File: config.mk
export PLATFORM = sky130hd
export DESIGN_NAME = bcd_seg_scan
export DESIGN_NICKNAME = d
export VERILOG_FILES = /design/src/rtl/bcd_seg_scan.sv
export SDC_FILE = /design/constraint.sdc
export NUM_CORES = 1
export LEC_CHECK = 0
export BUFFER_PORTS_ARGS = -buffer_cell sky130_fd_sc_hd__buf_2
export CAP_MARGIN = 0
export CORE_MARGIN = 3
export CORE_UTILIZATION = 55
export CTS_BUF_LIST = sky130_fd_sc_hd__clkbuf_8
export DETAILED_ROUTE_END_ITERATION = 12
export HOLD_SLACK_MARGIN = 0.08
export PLACE_DENSITY = 0.81
export SLEW_MARGIN = 10
export SYNTH_ARGS = -nofsm -noshare
export SYNTH_HDL_FRONTEND = slang
export SYNTH_SLANG_ARGS = --single-unit
File: constraint.sdc
create_clock -name clk -period 3.1 [get_ports clk]
set_input_delay 0.155 -clock clk [delete_from_list [all_inputs] [get_ports clk]]
set_output_delay 0.155 -clock clk [all_outputs]
set_load 0.05 [all_outputs]
File: src/rtl/bcd_seg_scan.sv
// bcd_seg_scan: multiplexed common-anode 4-digit 7-segment driver.
// Double-buffered BCD input (shadow -> disp at frame start), programmable
// dwell per digit and an all-off gap between digits.
// Optional build macro BCD_SEG_SCAN_LZB_EN enables leading-zero blanking.
module bcd_seg_scan #(
  parameter int PRESCALE  = 1000,
  parameter int BLANK_GAP = 2,
  parameter int CNT_W     = 16
) (
  input  logic        clk,
  input  logic        reset,
  input  logic [15:0] bcd_in,
  input  logic        load,
  output logic [6:0]  seg_n,
  output logic [3:0]  an_n,
  output logic [1:0]  digit_idx,
  output logic        frame_done
);

  typedef enum logic {ST_GAP, ST_DISPLAY} state_t;

  localparam state_t RST_STATE = (BLANK_GAP == 0) ? ST_DISPLAY : ST_GAP;
  localparam logic [CNT_W-1:0] DWELL_LAST = CNT_W'(PRESCALE - 1);
  localparam logic [CNT_W-1:0] GAP_LAST   = CNT_W'((BLANK_GAP > 0) ? BLANK_GAP - 1 : 0);
  localparam bit NO_GAP = (BLANK_GAP == 0);

  state_t           state, state_nx;
  logic [CNT_W-1:0] cnt, cnt_nx;
  logic [1:0]       idx_nx;
  logic             fd_nx;
  logic             started;
  logic             enter_disp;
  logic [15:0]      shadow, disp, disp_nx;
  logic [6:0]       seg_nx;
  logic [3:0]       an_nx;
  logic [3:0]       cur_digit;
  logic [3:0]       blank;

  // Active-low segment pattern, bit 6 = g ... bit 0 = a; non-BCD shows a dash.
  function automatic logic [6:0] decode(input logic [3:0] d);
    case (d)
      4'd0:    decode = 7'b1000000;
      4'd1:    decode = 7'b1111001;
      4'd2:    decode = 7'b0100100;
      4'd3:    decode = 7'b0110000;
      4'd4:    decode = 7'b0011001;
      4'd5:    decode = 7'b0010010;
      4'd6:    decode = 7'b0000010;
      4'd7:    decode = 7'b1111000;
      4'd8:    decode = 7'b0000000;
      4'd9:    decode = 7'b0010000;
      default: decode = 7'b0111111;
    endcase
  endfunction

  // Next-state, counter, digit index and frame latch selection.
  // The first edge after reset release counts as entering the reset state,
  // so that state's cycle budget starts there (digit 0 lit at edge BLANK_GAP+1).
  always_comb begin
    state_nx   = state;
    cnt_nx     = cnt;
    idx_nx     = digit_idx;
    fd_nx      = 1'b0;
    enter_disp = 1'b0;
    if (!started) begin
      enter_disp = (state == ST_DISPLAY);
    end else begin
      case (state)
        ST_GAP: begin
          if (cnt == GAP_LAST) begin
            state_nx   = ST_DISPLAY;
            cnt_nx     = '0;
            enter_disp = 1'b1;
          end else begin
            cnt_nx = cnt + CNT_W'(1);
          end
        end
        default: begin
          if (cnt == DWELL_LAST) begin
            idx_nx = digit_idx + 2'd1;
            fd_nx  = (digit_idx == 2'd3);
            cnt_nx = '0;
            if (NO_GAP) begin
              state_nx   = ST_DISPLAY;
              enter_disp = 1'b1;
            end else begin
              state_nx = ST_GAP;
            end
          end else begin
            cnt_nx = cnt + CNT_W'(1);
          end
        end
      endcase
    end
    disp_nx = disp;
    if (enter_disp && idx_nx == 2'd0)
      disp_nx = load ? bcd_in : shadow;
  end

  // Leading-zero blanking flags and registered-output next values.
  always_comb begin
    cur_digit = disp_nx[{idx_nx, 2'b00} +: 4];
`ifdef BCD_SEG_SCAN_LZB_EN
    blank[3] = (disp_nx[15:12] == 4'd0);
    blank[2] = blank[3] && (disp_nx[11:8] == 4'd0);
    blank[1] = blank[2] && (disp_nx[7:4] == 4'd0);
    blank[0] = 1'b0;
`else
    blank = '0;
`endif
    an_nx  = '1;
    seg_nx = '1;
    if (state_nx == ST_DISPLAY) begin
      an_nx  = ~(4'b0001 << idx_nx);
      seg_nx = blank[idx_nx] ? 7'h7F : decode(cur_digit);
    end
  end

  // State, counter, buffers and registered outputs.
  always_ff @(posedge clk or posedge reset) begin
    if (reset) begin
      state      <= RST_STATE;
      cnt        <= '0;
      started    <= 1'b0;
      shadow     <= '0;
      disp       <= '0;
      seg_n      <= 7'h7F;
      an_n       <= 4'hF;
      digit_idx  <= '0;
      frame_done <= 1'b0;
    end else begin
      state      <= state_nx;
      cnt        <= cnt_nx;
      started    <= 1'b1;
      if (load)
        shadow <= bcd_in;
      disp       <= disp_nx;
      seg_n      <= seg_nx;
      an_n       <= an_nx;
      digit_idx  <= idx_nx;
      frame_done <= fd_nx;
    end
  end

endmodule

==> impl_metrics.ini <==
[worst_setup_path]
critPathCapture = seg_n[3]$_DFF_PP1_
worstSetupPathType = flop to flop
rr_startpoint = cnt[0]$_DFFE_PP0P_
start_kind = flop
endpoint_kind = flop
ff2ff_path_depth = 9
ff2ff_setup_slack_ps = 180
critPathRequiredTime_ps = 3350
cp_data_arrival_time_ps = 3170
reg2reg_to = seg_n[3]$_DFF_PP1_
crit_fanout = 5
crit_start = cnt[0]$_DFFE_PP0P_

[pwr]
p_total_w = 0.00292
p_comb_share_pct = 35.1
power_frac_seq_pct = 41.9
power.density_mw_per_mm2 = 762
ir_worst_vdd_uv = 407
internal_power_w = 0.00184
p_leak_nw = 1.71
p_sw_w = 0.00108
switching_share_pct = 36.9
clkPwrFrac_pct = 23.0

[logic_synthesis]
yosys.area_share.simple_pct = 13.9
synth-seq-area-share_pct = 50.4
synth_adder_area_share_pct = 3.51
ys_types = 62
synth_compound_area_share_pct = 12.5
synth_xor_area_share_pct = 3.82
synth_cells = 271
synth_area_leaders = dfrtp_1 41%, mux2_2 11%, dfstp_2 9.0%, ha_1 3.5%, nand2_1 2.6%
avgSynthCellArea_um2 = 11.8
synth-seq-cells = 64
ys_warn_count = 0
yosysTopAreaCellShare_pct = 41.4
synth_top_family_by_area = simple AND/OR/NAND/NOR gates
synth_fp_nets = 299
synth_top_area_cell = dfrtp_1
synthArstFlopShare_pct = 100
synth_flop_cell = dfrtp_1
synth_area_mm2 = 0.00321
synth_edf_count = 0
synth_mux_area_share_pct = 12.8

[routing]
routed_via_density = 5.60
drc = 0
post_drt_wl_per_cell_um = 16.0
wl_mm = 6.46
vias = 2264
final_antenna_net_count = 0
first_pass_iters = 6
drt_iter0_drc = 186

[clock_network]
cts-root-buf = clkbuf_8
cts_sinks = 64
clk_pin_slew_ps = 70
cts_max_level = 3
numCtsBuffers = 9
clk_latency_ps = 340
cts_max_path_buffers = 2
cts_tree = yes

[grt]
grt_pass1_vias = 2330
grt_overflow = 0
grt_pass1_wl_mm = 11.1
grtUsageTotal_pct = 22.2
grt_max_degree = 55
antenna_found_initial = 0

[floorplan]
fp-row-count = 27
initial_core_util_pct = 57.5
die_area_mm2 = 0.00678
chipWidth_um = 82.4
core_mm2 = 0.00557
dieHeight_um = 82.4
boundaryPins = 33

[placed_design]
placed_cell_area_mm2 = 0.00346
portBuffers = 32
place_congestion = 0.884
dp_hpwl_mm = 4.61
preCtsSetupSlack_ps = 139

[sta]
skew_ps = 8.05
timing.final.hold_violations = 0
max_freq_mhz = 342
slew_headroom_pct = 29.7
layout_setup_ws_ps = 178
finalMaxSlewViolations = 0
post-route-min-period_ps = 2920
setup_viol = 0
final.setup.tns_ps = 0
finalCritPeriodShare_pct = 94.3
worstMarginPinSlew_ps = 1050
rsz0062_at_grt = no

[finish]
area_delta_synth_final_pct = 19.4
drive_above_1_share_pct = 37.3
final_cell_mix = 53 x dfrtp_1, 32 x buf_2, 31 x mux2_2
layout_commonest_cell = dfrtp_1
fin_nets = 355
diodes = 0
fin_area_mm2 = 0.00383

[run_status]
outcome = completed

[job]
maxCapViolations = 0

[hold_path]
hp-class = input pin to async pin
==> worst min-delay path by stage <==
stage                           end  slack, ps  startpoint  cells past startpoint
5_1_grt         shadow[0]$_DFF_PP0_        100   bcd_in[0]                      2
2_1_floorplan  shadow[10]$_DFF_PP0_        320  bcd_in[10]                      1
4_1_cts         shadow[0]$_DFF_PP0_        100   bcd_in[0]                      2
6_report         disp[11]$_DFF_PP0_         80       reset                      2
3_3_place_gp    shadow[5]$_DFF_PP0_        410   bcd_in[5]                      2
3_5_place_dp   shadow[11]$_DFF_PP0_        410  bcd_in[11]                      2
==> layout make-up <==
type	instances	area, um2
Clock buffer	9	124
Clock inverter	7	63.8
Fill cell	420	1750
Inverter	12	45.0
Multi-Input combinational cell	186	1530
Sequential cell	64	1620
Tap cell	72	90.1
Timing Repair Buffer	54	363
==> cell families after synthesis <==
family,count (synthesis)
AND/OR/NAND/NOR,81
flip-flops,64
AO/OA/AOI/OAI,45
multiplexers,36
buffers and inverters,21
XOR/XNOR,14
adder cells (fa/ha/maj),9
other,1
==> power groups by stage <==
stage          registers [W]  logic, W  clock network, W
4_1_cts              0.00122   0.00101          0.000688
3_5_place_dp         0.00123  0.000994                 0
3_3_place_gp         0.00121  0.000961                 0
6_report             0.00122   0.00102          0.000672
5_1_grt              0.00125   0.00113          0.000732
2_1_floorplan        0.00136  0.000635                 0
==> synthesized netlist by cell type (3+ instances only) <==
cell type	number
ha_1	9
nand4_1	3
clkbuf_1	3
inv_1	10
dfrtp_1	53
nor4_1	7
xnor2_1	6
mux2i_1	4
a211oi_1	3
a21oi_1	4
nand3_1	10
and3_1	7
buf_2	3
mux2_2	31
nor2_1	18
dfstp_2	11
o21ai_1	5
xor2_1	8
o21ai_0	3
nand2_1	22
==> state kept, by name, indices dropped and copies added, names as in the netlist <==
register	count
cnt	16
an_n	4
shadow	16
state	1
started	1
seg_n	7
frame_done	1
disp	16
digit_idx	2
==> per-layer routing <==
| layer | track usage (%) | vias to the layer above | share of wire, % |
|---|---|---|---|
| met4 | 8.80 | 0 | 1.3 |
| met5 | 0 | - | 0 |
| met2 | 32.4 | 50 | 46 |
| met1 | 31.0 | 1113 | 48 |
| li1 | - | 1094 | - |
| met3 | 6.72 | 7 | 4.8 |
==> repair_timing <==
| item | 4_1_cts | 5_1_grt |
|---|---|---|
| hold endpoints to repair | 15 | 0 |
| setup buffers | 0 | 0 |
| gates resized for setup | 0 | 6 |
| setup endpoints to repair | 0 | 4 |
| hold buffers | 15 | 0 |
==> worst max-delay path, cell delays in order, from the launching register on <==
cell	delay (ps)
dfrtp_1	410
ha_2	230
nand2_1	120
or4_4	510
nor2_4	130
mux4_2	540
o211a_4	190
ha_1	310
and4_4	150
o31ai_1	240
==> metrics by stage <==
stage          cells  utilization (%)  hold WS (ps)
2_1_floorplan    271                -           319
5_1_grt          404             68.7          95.1
6_report         404             68.7          78.6
4_1_cts          404             68.1          97.2
3_5_place_dp     373             62.1           405
3_3_place_gp     373             62.1           408
No activity file was read; power rests on OpenSTA's default activity.
